==> src/rtl/uart_upg_loader_if.sv <==
// Memory-programming port driven by the UART loader.
// master: the loader, which drives every signal.
// slave : the consumer (cpu_top instruction ROM / data memory and its program-mode gate).
//  upg_wen_o   one-cycle write strobe; address and data are valid in the same cycle
//  upg_adr_o   [14] region (0 instruction ROM, 1 data RAM), [13:0] word address
//  upg_dat_o   assembled little-endian word
//  upg_done_o  high once the last word of a frame has been written
//  upg_err_o   one-cycle pulse on a rejected header, byte or checksum
interface uart_upg_loader_if;
  logic        upg_wen_o;
  logic [14:0] upg_adr_o;
  logic [31:0] upg_dat_o;
  logic        upg_done_o;
  logic        upg_err_o;

  modport master (output upg_wen_o, output upg_adr_o, output upg_dat_o,
                  output upg_done_o, output upg_err_o);
  modport slave  (input  upg_wen_o, input  upg_adr_o, input  upg_dat_o,
                  input  upg_done_o, input  upg_err_o);
endinterface

==> src/rtl/uart_upg_loader.sv <==
// UART programming loader. It receives 8N1 bytes from the host and parses frames of the form
// CMD ('I' or 'D'), CNT_L, CNT_H, then 4*N little-endian data bytes. Each assembled word is
// written through a one-cycle strobe on the upg port.
// Ports:
//  clk   loader clock; all logic runs on its rising edge
//  rst   asynchronous, active-low reset
//  rx_i  serial input, idle high, LSB first
//  upg   uart_upg_loader_if.master: write strobe, address, data, done, err
// Optional feature: define UPG_CHECKSUM_EN to require a trailing XOR checksum byte per frame.
module uart_upg_loader #(
  parameter int CLK_FREQ_HZ = 23_000_000,
  parameter int BAUD        = 128_000,
  parameter int OVS         = 16
) (
  input  logic              clk,
  input  logic              rst,
  input  logic              rx_i,
  uart_upg_loader_if.master upg
);
  localparam int DIV  = CLK_FREQ_HZ / (BAUD * OVS);
  localparam int DW   = $clog2(DIV);
  localparam int OW   = (OVS > 2) ? $clog2(OVS) : 1;
  localparam int HALF = OVS / 2;

  typedef enum logic [1:0] {RX_IDLE, RX_START, RX_DATA, RX_STOP} rx_st_t;
  typedef enum logic [2:0] {F_IDLE, F_CNT0, F_CNT1, F_DATA, F_CHK, F_DONE} fr_st_t;

`ifdef UPG_CHECKSUM_EN
  localparam fr_st_t F_POST = F_CHK;
`else
  localparam fr_st_t F_POST = F_DONE;
`endif

  logic          r_rx_s1, r_rx_s2, r_rx_s3;
  logic [DW-1:0] r_div;
  logic [OW-1:0] r_ovs;
  logic [2:0]    r_bit;
  logic [7:0]    r_shift;
  logic          r_byte_vld, r_fr_err;
  rx_st_t        r_rx_st, w_rx_nxt;
  logic          w_tick, w_fall, w_ovs_end;

  assign w_tick    = (r_div == DW'(DIV - 1));
  assign w_fall    = r_rx_s3 & ~r_rx_s2;
  assign w_ovs_end = w_tick && (r_ovs == OW'(OVS - 1));

  // RX stage: synchronizer, oversampling divider and bit sampler
  always_comb begin
    w_rx_nxt = r_rx_st;
    case (r_rx_st)
      RX_IDLE:  if (w_fall) w_rx_nxt = RX_START;
      // Mid-start-bit re-check rejects glitches on the line.
      RX_START: if (w_tick && r_ovs == OW'(HALF - 1)) w_rx_nxt = r_rx_s2 ? RX_IDLE : RX_DATA;
      RX_DATA:  if (w_ovs_end && r_bit == 3'd7) w_rx_nxt = RX_STOP;
      RX_STOP:  if (w_ovs_end) w_rx_nxt = RX_IDLE;
      default:  w_rx_nxt = RX_IDLE;
    endcase
  end

  always_ff @(posedge clk or negedge rst) begin
    if (!rst) begin
      r_rx_s1 <= 1'b1; r_rx_s2 <= 1'b1; r_rx_s3 <= 1'b1;
      r_rx_st <= RX_IDLE;
      r_div <= '0; r_ovs <= '0; r_bit <= '0;
      r_byte_vld <= 1'b0; r_fr_err <= 1'b0;
    end else begin
      r_rx_s1 <= rx_i; r_rx_s2 <= r_rx_s1; r_rx_s3 <= r_rx_s2;
      r_rx_st <= w_rx_nxt;
      r_byte_vld <= 1'b0;
      r_fr_err   <= 1'b0;
      // Divider phase restarts at each start edge so sampling stays bit-centred.
      if (r_rx_st == RX_IDLE) begin
        r_div <= '0; r_ovs <= '0; r_bit <= '0;
      end else begin
        r_div <= w_tick ? '0 : r_div + 1'b1;
        if (w_tick) begin
          if ((r_rx_st == RX_START && r_ovs == OW'(HALF - 1)) || r_ovs == OW'(OVS - 1))
            r_ovs <= '0;
          else
            r_ovs <= r_ovs + 1'b1;
        end
        if (r_rx_st == RX_DATA && w_ovs_end) r_bit <= r_bit + 3'd1;
        if (r_rx_st == RX_STOP && w_ovs_end) begin
          r_byte_vld <= r_rx_s2;
          r_fr_err   <= ~r_rx_s2;
        end
      end
    end
  end

  always_ff @(posedge clk)
    if (r_rx_st == RX_DATA && w_ovs_end) r_shift <= {r_rx_s2, r_shift[7:1]};

  // Frame stage: header parse, word assembly and write strobe
  fr_st_t      r_fs, w_fs_nxt;
  logic        r_region, r_wen, r_done, r_err;
  logic [7:0]  r_cnt_l;
  logic [14:0] r_cnt, r_widx;
  logic [1:0]  r_bidx;
  logic [23:0] r_word;
  logic [14:0] r_adr;
  logic [31:0] r_dat;
  logic        w_cmd_ok, w_last, w_hdr_err;
  logic [15:0] w_cnt;
`ifdef UPG_CHECKSUM_EN
  logic [7:0]  r_xor;
`endif

  assign w_cmd_ok = (r_shift == 8'h49) || (r_shift == 8'h44);
  assign w_cnt    = {r_shift, r_cnt_l};
  assign w_last   = (r_widx + 15'd1) == r_cnt;

  always_comb begin
    w_fs_nxt  = r_fs;
    w_hdr_err = 1'b0;
    if (r_byte_vld) begin
      case (r_fs)
        F_IDLE, F_DONE: if (w_cmd_ok) w_fs_nxt = F_CNT0; else w_hdr_err = 1'b1;
        F_CNT0: w_fs_nxt = F_CNT1;
        F_CNT1: begin
          if (w_cnt > 16'd16384) begin
            w_fs_nxt  = F_IDLE;
            w_hdr_err = 1'b1;
          end else if (w_cnt == 16'd0) begin
            w_fs_nxt = F_POST;
          end else begin
            w_fs_nxt = F_DATA;
          end
        end
        F_DATA: if (r_bidx == 2'd3 && w_last) w_fs_nxt = F_POST;
`ifdef UPG_CHECKSUM_EN
        F_CHK: begin
          if (r_shift == r_xor) w_fs_nxt = F_DONE;
          else begin
            w_fs_nxt  = F_IDLE;
            w_hdr_err = 1'b1;
          end
        end
`endif
        default: w_fs_nxt = F_IDLE;
      endcase
    end
  end

  always_ff @(posedge clk or negedge rst) begin
    if (!rst) begin
      r_fs <= F_IDLE; r_region <= 1'b0; r_wen <= 1'b0; r_done <= 1'b0; r_err <= 1'b0;
      r_cnt_l <= '0; r_cnt <= '0; r_widx <= '0; r_bidx <= '0;
      r_adr <= '0; r_dat <= '0;
`ifdef UPG_CHECKSUM_EN
      r_xor <= '0;
`endif
    end else begin
      r_fs  <= w_fs_nxt;
      r_wen <= 1'b0;
      r_err <= w_hdr_err | r_fr_err;
      // Done tracks residence in DONE: set on entry, cleared by the next accepted CMD.
      r_done <= (w_fs_nxt == F_DONE);
      if (r_byte_vld) begin
        case (r_fs)
          F_IDLE, F_DONE: begin
            if (w_cmd_ok) r_region <= (r_shift == 8'h44);
`ifdef UPG_CHECKSUM_EN
            r_xor <= '0;
`endif
          end
          F_CNT0: r_cnt_l <= r_shift;
          F_CNT1: begin
            r_cnt  <= w_cnt[14:0];
            r_widx <= '0;
            r_bidx <= '0;
          end
          F_DATA: begin
            r_bidx <= r_bidx + 2'd1;
`ifdef UPG_CHECKSUM_EN
            r_xor <= r_xor ^ r_shift;
`endif
            if (r_bidx == 2'd3) begin
              r_wen  <= 1'b1;
              r_adr  <= {r_region, r_widx[13:0]};
              r_dat  <= {r_shift, r_word};
              r_widx <= r_widx + 15'd1;
            end
          end
          default: ;
        endcase
      end
    end
  end

  always_ff @(posedge clk)
    if (r_byte_vld && r_fs == F_DATA)
      case (r_bidx)
        2'd0:    r_word[7:0]   <= r_shift;
        2'd1:    r_word[15:8]  <= r_shift;
        2'd2:    r_word[23:16] <= r_shift;
        default: ;
      endcase

  assign upg.upg_wen_o  = r_wen;
  assign upg.upg_adr_o  = r_adr;
  assign upg.upg_dat_o  = r_dat;
  assign upg.upg_done_o = r_done;
  assign upg.upg_err_o  = r_err;
endmodule

==> src/flat_wrapper.sv <==
// flat-port wrapper written by rule: the top's interface ports become plain ports
module uart_upg_loader_flat 
#(
  parameter int CLK_FREQ_HZ = 23_000_000,
  parameter int BAUD        = 128_000,
  parameter int OVS         = 16
)
  (clk, rst, rx_i, upg_upg_wen_o, upg_upg_adr_o, upg_upg_dat_o, upg_upg_done_o, upg_upg_err_o);
  uart_upg_loader_if upg_i ();
  input  logic clk;
  input  logic rst;
  input  logic rx_i;
  output wire logic [$bits(upg_i.upg_wen_o)-1:0] upg_upg_wen_o;
  output wire logic [$bits(upg_i.upg_adr_o)-1:0] upg_upg_adr_o;
  output wire logic [$bits(upg_i.upg_dat_o)-1:0] upg_upg_dat_o;
  output wire logic [$bits(upg_i.upg_done_o)-1:0] upg_upg_done_o;
  output wire logic [$bits(upg_i.upg_err_o)-1:0] upg_upg_err_o;
  assign upg_upg_wen_o = upg_i.upg_wen_o;
  assign upg_upg_adr_o = upg_i.upg_adr_o;
  assign upg_upg_dat_o = upg_i.upg_dat_o;
  assign upg_upg_done_o = upg_i.upg_done_o;
  assign upg_upg_err_o = upg_i.upg_err_o;
  uart_upg_loader #(.CLK_FREQ_HZ(CLK_FREQ_HZ), .BAUD(BAUD), .OVS(OVS)) u_core (.clk(clk), .rst(rst), .rx_i(rx_i), .upg(upg_i));
endmodule
==> config.mk <==
export PLATFORM = sky130hd
export DESIGN_NAME = uart_upg_loader_flat
export DESIGN_NICKNAME = d
export VERILOG_FILES = /design/src/rtl/uart_upg_loader_if.sv /design/src/rtl/uart_upg_loader.sv /design/src/flat_wrapper.sv
export SDC_FILE = /design/constraint.sdc
export NUM_CORES = 1
export LEC_CHECK = 0
export ABC_CLOCK_PERIOD_IN_PS = 4600
export CORE_UTILIZATION = 60
export CTS_CLUSTER_SIZE = 10
export DETAILED_ROUTE_END_ITERATION = 6
export GPL_ROUTABILITY_DRIVEN = 0
export PLACE_DENSITY_LB_ADDON = 0.15
export SYNTH_ARGS = -nofsm -noshare
export SYNTH_HDL_FRONTEND = slang
export SYNTH_SLANG_ARGS = --single-unit
==> constraint.sdc <==
create_clock -name clk -period 4.6 [get_ports clk]
set_input_delay 0.92 -clock clk [delete_from_list [all_inputs] [get_ports clk]]
set_output_delay 0.92 -clock clk [all_outputs]
set_load 0.03 [all_outputs]
==> key figures, run 1 <==
Die
  – Die area: approximately 11,000 um^2
  – Core area: approximately 10,000 um^2
  – Initial Util: between 60% and 70%
  – Die Y: 104.9 um
  – Row cnt: 37
  – Die width: about 100 um
  – Io pins: 53

Power
  – Reg power frac: between 40% and 50%
  – Internal Power: 0.002204 W
  – Peak supply drop: 282.2 uV
  – Pwr Total: around 0.0028 W
  – Switching share of power: roughly a fifth
  – Switching power: 0.0005970 W
  – Power Dens Cells: roughly 370 nW/um^2
  – Logic pwr share: 2.8%
  – Leak pwr: ~3.4 nW
  – Clock Power Share: around half

Place
  – Dpl hpwl: approximately 8.1 mm
  – Port bufs: 52
  – Placed insts: approximately 720

Routing
  – Post-route DRC violation count: 0
  – DR WL/cell: around 17 um
  – Initial drt markers: 289
  – DR vias: ~4,400
  – Pre-Repair DR Iteration Count: 5
  – Vias per cell: between 5 and 6
  – Post-route ant nets: 0
  – Final wirelength: approximately 13 mm

Clock tree
  – Reg clk slew, reported paths: roughly 60 ps
  – Clock root cell: clkbuf_8
  – CTS H-tree lvls: 4
  – CTS tree: built
  – Clk sinks: about 140
  – Post-CTS sizing: 0
  – Post-CTS repair timing setup buffer count: 0
  – Skew-Pair Late Insertion Delay: ~530 ps
  – Cts-stage hold buffer count: 0
  – Clk buf depth: 2
  – CTS Buf Count: 17

Worst setup path
  – Worst Path Max Fanout: between 50 and 60
  – Crit path cell chain: nand2_1 -> nor2_1 -> nand2_1 -> buf_4 -> clkinv_1 -> buf_4 -> nand2_1 -> a21bo_2 -> o31ai_1
  – Required time worst endpoint: roughly 5000 ps
  – CP Launch Type: flop
  – Most frequent CP cell: nand2_1
  – CP max stage cell: clkinv_1
  – Type of the worst setup path: reg2reg
  – CP Capture Type: flop
  – Crit path arrival time: about 3600 ps
  – Worst stage delay on the critical path: between 900 and 1000 ps
  – R2r setup slk: 1390 ps

STA
  – Setup TNS: 0 ps
  – RSZ-0062 raised after global routing: no
  – Post-route minimum period: 3205 ps
  – Worst Tran Pin Value: about 1100 ps
  – Max frequency: between 0.3 and 0.4 GHz
  – Hold_ws: 191.7 ps
  – Fin crit share: between 60% and 70%
  – Final setup fails: 0
  – Fin. Hold Viols: 0
  – Clock Skew: 7.969 ps
  – Slew HR: approximately 24%
  – Max-slew violations: 0

Yosys
  – Synth Warn #: 0
  – Post-synth EDFFs: 32
  – Sequential area share after synthesis: 59.28%
  – Most frequent cell after synthesis: nand2_1
  – Syn Area/Cell: approximately 11 um^2
  – Synthesized flop and latch total: between 100 and 150
  – Synth top cells by count: 111 x nand2_1, 109 x dfrtp_1, 43 x mux2_2
  – Post-Syn Area: approximately 6400 um^2
  – Ys async rst share: 77.78%
  – Predominant post-synthesis flop cell: dfrtp_1
  – Cells after synthesis: roughly 560
  – Syn nets: 570
  – Dominant cell type by area after synthesis: dfrtp_1
  – Top cell type's share of synthesized area: a little over two fifths
  – Synth unique cells: 66
  – Synth area leaders: dfrtp_1 43%, edfxtp_1 15%, mux2_2 7.6%

Flow run
  – Max cap viols: 0

GRT
  – First-pass GRT wire length: ~21 mm
  – Largest net degree at the start of global routing: between 70 and 80
  – Final global-route overflow total: 0
  – Vias in the first global route: around 4,300
  – Initial antenna violation count: 0
  – GRT Overall Usage: roughly 25%

Hold path
  – Hold crit path type: in2async

Finish
  – Layout area overhead: 18.29%
  – Layout Nets: between 600 and 700
  – N_diodes: 0
  – Fillers: around 700
  – Final Non-Filler Cells: around 750
  – Layout cells sized above 1: 14.89%
  – Post-layout util: between 70% and 80%

Status
  – Status: complete, no violations
## cell families (layout without fill, tap and decap cells)
family | count (synthesis) | count (layout) | synth area share (%)
buf+inv | 46 | 107 | 3.800
flops | 144 | 144 | 59.28
mux | 46 | 46 | 8.092
xor+xnor | 19 | 19 | 2.619
simple gates | 206 | 206 | 15.18
fa+ha+maj | 10 | 10 | 1.969
compound gates | 86 | 86 | 9.057
## through the flow
step / instance area (um^2) / worst slack [ps]
floorplan: 6355 / 2413
global placement: 6907 / 1524
detailed placement: 6907 / 1420
CTS: 7517 / 1411
global route: 7517 / 1122
finish: 7517 / 1395
## critical path: cells and delay by family, from the launching register on
family / cells / cell delay (ps)
AO/OA/AOI/OAI: 2 / 180
AND/OR/NAND/NOR: 4 / 380
flip-flops: 1 / 540
buffers and inverters: 3 / 1960
## power by group through the flow
stage	Clock (W)	Combinational (W)	Sequential (W)
finish	0.00137	0.0000770	0.00135
global route	0.00145	0.0000957	0.00135
CTS	0.00139	0.0000797	0.00135
detailed placement	0	0.0000804	0.00137
global placement	0	0.0000749	0.00137
floorplan	0	0.0000514	0.00137
## registers in the layout, summed over array words and instances (netlist names), 4 cells and up, named ones only
| register | flops |
|---|---|
| u_core.r_widx | 15 |
| u_core.r_shift | 8 |
| u_core.upg.upg_adr_o | 15 |
| u_core.r_ovs | 4 |
| u_core.r_cnt | 15 |
| u_core.r_cnt_l | 8 |
| u_core.r_div | 4 |
| u_core.r_word | 24 |
| u_core.upg.upg_dat_o | 32 |
## cell type report
| type | instances | area (um^2) | area share [%] |
|---|---|---|---|
| Timing Repair Buffer | 57 | 555.5 | 7.390 |
| Tap cell | 136 | 170.2 | 2.264 |
| Multi-Input combinational cell | 367 | 2346 | 31.21 |
| Clock buffer | 22 | 518.0 | 6.891 |
| Clock inverter | 10 | 92.59 | 1.232 |
| Inverter | 18 | 67.56 | 0.8988 |
| Sequential cell | 144 | 3767 | 50.12 |
## final timing paths
check | end | depth (start not counted) | startpoint
setup reg to reg | u_core.r_widx[4] | 9 | u_core.r_fs[0]
max in group asynchronous | u_core.r_cnt[1] | 2 | rst
setup / recovery | u_core.r_widx[4] | 9 | u_core.r_fs[0]
min in group clk | u_core.r_rx_s2 | 0 | u_core.r_rx_s1
hold reg to reg | u_core.r_rx_s2 | 0 | u_core.r_rx_s1
hold / removal | u_core.upg.upg_dat_o[12] | 1 | rst
## layer usage
metal | part of all wire (%) | track usage [%] | vias to the layer above
met5 | 0 | 0 | -
met1 | 42 | 32.53 | 2105
li1 | - | - | 2064
met2 | 49 | 41.25 | 150
met4 | 2.8 | 11.67 | 0
met3 | 5.7 | 5.989 | 35
## cells in the final DEF, fill, tap and decap left out, types with 3 or more instances in the layout
cell type / instances
a21boi_0: 3
a21oi_1: 11
a22o_1: 5
a31oi_1: 3
and2_1: 5
buf_4: 6
clkbuf_16: 20
clkdlybuf4s50_1: 51
clkinv_2: 3
dfrtp_1: 109
dfstp_2: 3
edfxtp_1: 32
ha_1: 10
inv_1: 17
mux2_2: 43
mux2i_1: 3
nand2_1: 111
nand2b_1: 3
nand3_1: 12
nand4_1: 9
nor2_1: 33
nor2b_1: 3
nor3_1: 6
nor3b_1: 5
nor4_1: 5
o21ai_0: 30
o22ai_1: 3
o31ai_1: 5
xnor2_1: 10
xor2_1: 9
No activity file was read; power rests on OpenSTA's default activity.
==> run 2, diff against run 1 <==
--- a/config.mk
+++ b/config.mk
@@ -5,8 +5,8 @@
 export SDC_FILE = /design/constraint.sdc
 export NUM_CORES = 1
 export LEC_CHECK = 0
-export ABC_CLOCK_PERIOD_IN_PS = 4600
-export CORE_UTILIZATION = 60
+export ABC_CLOCK_PERIOD_IN_PS = 2600
+export CORE_UTILIZATION = 52
 export CTS_CLUSTER_SIZE = 10
 export DETAILED_ROUTE_END_ITERATION = 6
 export GPL_ROUTABILITY_DRIVEN = 0
==> constraint.sdc (replaced) <==
create_clock -name clk -period 2.6 [get_ports clk]
set_input_delay 0.52 -clock clk [delete_from_list [all_inputs] [get_ports clk]]
set_output_delay 0.52 -clock clk [all_outputs]
set_load 0.03 [all_outputs]
==> run 2 against run 1 <==
  * Utilization is 9.5 points lower
  * Via count is 0.39% lower
  * Non-clock buffer count is 9 higher
  * Clock power is 79% higher
  * Global-route usage is 3.8 points lower
  * Sequential share of layout area is 0.63 points lower
  * Clock skew is 0.81 ps lower
  * First-iteration DRC count is 19% lower
  * Largest cell class unchanged
  * Highest routed layer unchanged
==> key figures, run 2 (synthesis results as in run 1) <==
STA
  – Worst Tran Pin Value: 689.0 ps (-449.5 ps)
  – Post-route minimum period: 2422 ps (-783.3 ps)
  – RSZ-0062 raised after global routing: no
  – Fin crit share: 93.15% (+23 points)
  – Max frequency: 0.4129 GHz (+32%)
  – Max-slew violations: 0 (unchanged)
  – Fin. Hold Viols: 0 (unchanged)
  – Clock Skew: 7.156 ps (-0.8128 ps)
  – Final setup fails: 0 (unchanged)
  – Setup TNS: 0 ps (unchanged)
  – Slew HR: 53.90% (+30 points)

Die
  – Die width: 112.5 um (+7.3%)
  – Io pins: 53 (unchanged)
  – Initial Util: 53.13% (-8.7 points)
  – Core area: 11,960 um^2 (+16%)
  – Die area: 12,670 um^2 (+15%)
  – Row cnt: 40 (+8.1%)
  – Die Y: 112.5 um (+7.3%)

Place
  – Port bufs: 52 (unchanged)
  – Placed Area: 7000 um^2 (+1.4%)
  – Dpl hpwl: 8.585 mm (+6.0%)

Worst setup path
  – Required time worst endpoint: 2950 ps (-2050 ps)
  – CP Capture Type: flop
  – CP max stage cell: dfrtp_1
  – CP Launch Type: flop
  – Worst stage delay on the critical path: 470 ps (-520 ps)
  – Crit path cell chain: ha_1 -> nand3_1 -> nor3_2 -> mux2_2 -> nor4_1 -> and4_1 -> o211a_1
  – Type of the worst setup path: reg2reg
  – Worst Path Max Fanout: 8 (-85%)
  – Crit path arrival time: 2770 ps (-840 ps)

Power
  – Power Dens Cells: 653.9 nW/um^2 (+75%)
  – Leak pwr: 3.405 nW (+1.5%)
  – Peak supply drop: 488.5 uV (+73%)

Routing
  – DR WL/cell: 16.09 um (-3.1%)
  – Post-route DRC violation count: 0 (unchanged)
  – Final wirelength: 12.45 mm (-0.50%)
  – Pre-Repair DR Iteration Count: 5 (unchanged)
  – Vias per cell: 5.603 (-3.0%)
  – Post-route ant nets: 0 (unchanged)
  – Initial drt markers: 233 (-19%)
  – DR vias: 4,337 (-0.39%)

GRT
  – Final global-route overflow total: 0 (unchanged)
  – Largest net degree at the start of global routing: 55 (-24%)
  – Vias in the first global route: 4,252 (-0.72%)
  – Initial antenna violation count: 0 (unchanged)
  – GRT Overall Usage: 21.58% (-3.8 points)
  – First-pass GRT wire length: 21.19 mm (-0.16%)

Finish
  – Commonest non-fill, non-tap cell in the layout: nand2_1
  – Layout cells sized above 1: 15.63% (+0.74 points)
  – Largest register FFs: 32 (unchanged)
  – N_diodes: 0 (unchanged)
  – Highest-count cells in the layout ignoring fill and taps: 111 x nand2_1, 109 x dfrtp_1, 51 x clkdlybuf4s50_1, 43 x mux2_2, 33 x nor2_1
  – Layout Nets: 627 (+1.5%)
  – Final Instance Area: 7614 um^2 (+1.3%)
  – Layout area overhead: 19.81%
  – Post-layout util: 63.65% (-9.5 points)

Clock tree
  – Cts-stage hold buffer count: 0 (unchanged)
  – Post-CTS repair timing setup buffer count: 0 (unchanged)
  – CTS tree: built
  – Clock root cell: clkbuf_16
  – Clk sinks: 144 (unchanged)
  – Clk buf depth: 2 (unchanged)
  – Post-CTS sizing: 0 (unchanged)
  – CTS H-tree lvls: 4 (unchanged)
  – Reg clk slew, reported paths: 50 ps (about the same)
  – Skew-Pair Late Insertion Delay: 420 ps (-110 ps)
  – CTS Buf Count: 17 (unchanged)

Hold path
  – Hold crit path type: in2async

Flow run
  – Max cap viols: 0 (unchanged)

Status
  – Status: complete, no violations
## run 2: worst max-delay path: cells and delay by family, from the launching register on
kind	cells	cell delay [ps]
compound gates	1	140
fa+ha+maj	1	340
flops	1	470
mux	1	360
simple gates	4	1050
## run 2: worst paths after layout
path	from	to	slack, ps	depth (start not counted)
max reg2reg	u_core.r_widx[0]	u_core.upg.upg_done_o	180	7
min in group clk	u_core.r_rx_s1	u_core.r_rx_s2	360	0
min	rst	u_core.upg.upg_dat_o[11]	140	1
min reg2reg	u_core.r_rx_s1	u_core.r_rx_s2	360	0
max in group asynchronous	rst	u_core.r_cnt[8]	1790	2
max	u_core.r_widx[0]	u_core.upg.upg_done_o	180	7
## run 2: routing by layer
metal	GRT usage (%)	up-vias	wire length [um]
met2	33.66	106	6013
li1	-	2069	-
met1	29.68	2146	5731
met5	0	-	0
met4	8.267	0	177
met3	4.806	16	529
## run 2: area by class of cell
type                            count  area (um^2)
Tap cell                          147        183.9
Inverter                           18        67.56
Sequential cell                   144         3767
Clock buffer                       28        538.0
Multi-Input combinational cell    367         2351
Fill cell                         977         4348
Clock inverter                      4        70.07
Timing Repair Buffer               66        635.6
## run 2: metrics by stage
step                      hold WS [ps]  instances  setup slack, ps  total power, W
after global routing             203.3        774            33.62        0.005151
after CTS                        161.8        774            96.17        0.005034
final                            142.6        774            178.2        0.004978
after global placement           345.7        742            268.0        0.002565
after detailed placement         351.2        742            133.1        0.002578
after floorplan                  224.4        557            412.9        0.002507
## run 2: report_power, final
part           total (W)  leakage [nW]  switching, W  internal (W)
Clock            0.00245         0.300      0.000850       0.00160
Combinational   0.000142          1.27     0.0000833     0.0000592
Sequential       0.00239          1.83     0.0000433       0.00235
==> run 3, diff against run 2 <==
--- a/config.mk
+++ b/config.mk
@@ -5,10 +5,11 @@
 export SDC_FILE = /design/constraint.sdc
 export NUM_CORES = 1
 export LEC_CHECK = 0
-export ABC_CLOCK_PERIOD_IN_PS = 2600
-export CORE_UTILIZATION = 52
+export ABC_CLOCK_PERIOD_IN_PS = 2700
+export CORE_UTILIZATION = 60
 export CTS_CLUSTER_SIZE = 10
 export DETAILED_ROUTE_END_ITERATION = 6
+export DONT_BUFFER_PORTS = 1
 export GPL_ROUTABILITY_DRIVEN = 0
 export PLACE_DENSITY_LB_ADDON = 0.15
 export SYNTH_ARGS = -nofsm -noshare
==> constraint.sdc (replaced) <==
create_clock -name clk -period 2.7 [get_ports clk]
set_input_delay 0.54 -clock clk [delete_from_list [all_inputs] [get_ports clk]]
set_output_delay 0.54 -clock clk [all_outputs]
set_load 0.03 [all_outputs]
==> run 3 against run 2 <==
  * The run now ends with hold timing left
  * Sequential power decreased by 4%
  * Via count down 6.6%
  * Total power fell by 8.0%
  * Flip-flop and latch count unchanged
  * Count of clock-buffer cells in the layout decreased by 5
  * Final cell count decreased by 8.9%
  * First-iteration DRC count rose by 14%
  * Routed wire length fell by 6.0%
  * Design area fell by 8.2%
  * Sequential share of layout area up 4.4 points
==> key figures, run 3 (synthesis results as in run 1) <==
Power
  – Leak pwr: 3.173 nW (-6.8%)
  – Power Dens Cells: 655.2 nW/um^2 (+0.20%)
  – Pwr Total: 0.004580 W (-8.0%)
  – Peak supply drop: 363.8 uV (-26%)

Finish
  – Largest register FFs: 32 (unchanged)
  – Layout Nets: 569 (-9.3%)
  – Highest-count cells in the layout ignoring fill and taps: 111 x nand2_1, 109 x dfrtp_1, 43 x mux2_2, 33 x nor2_1, 32 x edfxtp_1
  – Commonest non-fill, non-tap cell in the layout: nand2_1
  – FF/Latch Area: 3767 um^2 (unchanged)
  – Layout cells sized above 1: 16.17% (+0.54 points)
  – Multi-input combinational cell area: 2351 um^2 (unchanged)
  – Fillers: 792 (-19%)
  – N_diodes: 0 (unchanged)
  – Final Instance Area: 6990 um^2 (-8.2%)
  – Layout area overhead: 10.00%

Worst setup path
  – R2r setup slk: 230 ps (+50 ps)
  – Crit path arrival time: 2940 ps (+170 ps)
  – Worst reg2reg path depth: 7 (unchanged)
  – Worst stage delay on the critical path: 470 ps (about the same)
  – Crit path max-delay family: simple AND/OR/NAND/NOR gates
  – Critical R2R Capture: u_core.upg.upg_done_o
  – Required time worst endpoint: 3170 ps (+220 ps)
  – CP Capture Type: flop
  – Reg2Reg Launch Point: u_core.r_widx[0]
  – CP Launch Type: flop
  – Crit path cell chain: ha_1 -> nand3_1 -> nor3_2 -> mux2_2 -> nor4_1 -> and4_1 -> o211a_1
  – Worst Path Max Fanout: 8 (unchanged)
  – Type of the worst setup path: reg2reg
  – WP buf/inv: 0 (unchanged)
  – Levels on crit path: 7 (unchanged)
  – CP max stage cell: dfrtp_1

STA
  – Fin crit share: 91.48% (-1.7 points)
  – Final setup fails: 0 (unchanged)
  – Post-route minimum period: 2470 ps (+48.23 ps)
  – Slew HR: 56.14% (+2.2 points)
  – Clock Skew: 7.838 ps (+0.6818 ps)
  – Max frequency: 0.4049 GHz (-2.0%)
  – Setup TNS: 0 ps (unchanged)
  – Max-slew violations: 0 (unchanged)
  – Hold_ws: -299.8 ps (-442.4 ps)
  – RSZ-0062 raised after global routing: no
  – Fin. Hold Viols: 112 (+112)
  – Worst Tran Pin Value: 651.9 ps (-37.03 ps)

Clock tree
  – Clock root cell: clkbuf_8
  – Clk buf depth: 2 (unchanged)
  – CTS tree: built
  – CTS Buf Count: 17 (unchanged)
  – Clk sinks: 144 (unchanged)
  – CTS H-tree lvls: 4 (unchanged)
  – Reg clk slew, reported paths: 60 ps (about the same)
  – Skew-Pair Late Insertion Delay: 530 ps (+110 ps)
  – Post-CTS repair timing setup buffer count: 0 (unchanged)
  – Cts-stage hold buffer count: 1 (+1)

Routing
  – Post-route DRC violation count: 0 (unchanged)
  – Initial drt markers: 265 (+14%)
  – Final wirelength: 11.70 mm (-6.0%)
  – Vias per cell: 5.745 (+2.5%)
  – DR WL/cell: 16.60 um (+3.2%)
  – Post-route ant nets: 0 (unchanged)
  – Pre-Repair DR Iteration Count: 5 (unchanged)
  – DR vias: 4,050 (-6.6%)

Place
  – Dpl hpwl: 7.750 mm (-9.7%)
  – Placed Area: 6416 um^2 (-8.3%)
  – Port bufs: 0 (-100%)

GRT
  – Largest net degree at the start of global routing: 113 (+110%)
  – Vias in the first global route: 3,977 (-6.5%)
  – Final global-route overflow total: 0 (unchanged)
  – GRT Overall Usage: 23.20% (+1.6 points)
  – Initial antenna violation count: 0 (unchanged)
  – First-pass GRT wire length: 19.54 mm (-7.8%)

Status
  – Status: finished, violations left
  – Failing checks: hold timing

Die
  – Die Y: 104.9 um (-6.8%)
  – Row cnt: 37 (-7.5%)
  – Io pins: 53 (unchanged)
  – Initial Util: 61.83% (+8.7 points)
  – Die area: 11,010 um^2 (-13%)
  – Core area: 10,280 um^2 (-14%)
  – Die width: 104.9 um (-6.8%)

Hold path
  – Hold crit path type: in2async

Flow run
  – Max cap viols: 0 (unchanged)
==> run 3: changes by cell type in the layout (fill, tap and decap cells not counted), sizes merged <==
cell,before,now
clkinv,3,7
clkinvlp,0,1
clkbuf,28,23
buf,15,7
inv,17,18
bufinv,2,1
dlygate4sd3,0,1
clkdlybuf4s50,51,0
==> run 3: report_power, final <==
part           total [W]  leakage (nW)  switching [W]  internal, W
Sequential       0.00230          1.83      0.0000433      0.00226
Combinational  0.0000985          1.06      0.0000490    0.0000495
Clock            0.00218         0.277       0.000857      0.00132
==> run 3: through the flow <==
stage / utilization [%] / instances / setup WS [ps]
after CTS: 67.97 / 705 / 151.0
after global placement: 62.43 / 672 / 364.8
after detailed placement: 62.43 / 672 / 189.2
after global routing: 68.02 / 705 / 39.46
final: 68.02 / 705 / 230.0
after floorplan: - / 557 / 512.9
==> run 3: area by class of cell <==
class                      count  area share (%)
sequential                   144           53.89
multi-input combinational    367           33.63
clock buffer                  23           6.837
tap                          136           2.434
clock inverter                 9           1.163
timing repair buffer           8           1.074
inverter                      18          0.9665
==> run 3: per-layer routing <==
layer,vias up,GRT usage [%],wire length (um)
li1,1953,-,-
met4,0,8.350,170
met1,1961,30.69,5367
met3,22,6.987,595
met5,-,0,0
met2,114,36.52,5570
==> run 3: timing repair <==
item	in CTS	in global routing
resized for setup	0	1
endpoints found under the setup margin	0	2
hold endpoints to repair	113	112
==> run 3: worst reg2reg max path, delay by kind of cell, from the launching register on <==
family                     cells  cell delay (ps)
DFF                            1              470
and+or+nand+nor                4             1100
adders and majority gates      1              320
muxes                          1              370
AOI/OAI and AO/OA              1              140
==> run 3: worst max path at each step <==
stage	slack, ps	to	startpoint
6_report	230	u_core.upg.upg_done_o	u_core.r_widx[0]
5_1_grt	40	u_core.upg.upg_done_o	u_core.r_widx[0]
4_1_cts	150	u_core.upg.upg_done_o	u_core.r_widx[0]
3_5_place_dp	190	u_core.upg.upg_done_o	u_core.r_widx[0]
3_3_place_gp	360	u_core.upg.upg_done_o	u_core.r_widx[0]
2_1_floorplan	510	u_core.upg.upg_done_o	u_core.r_widx[0]
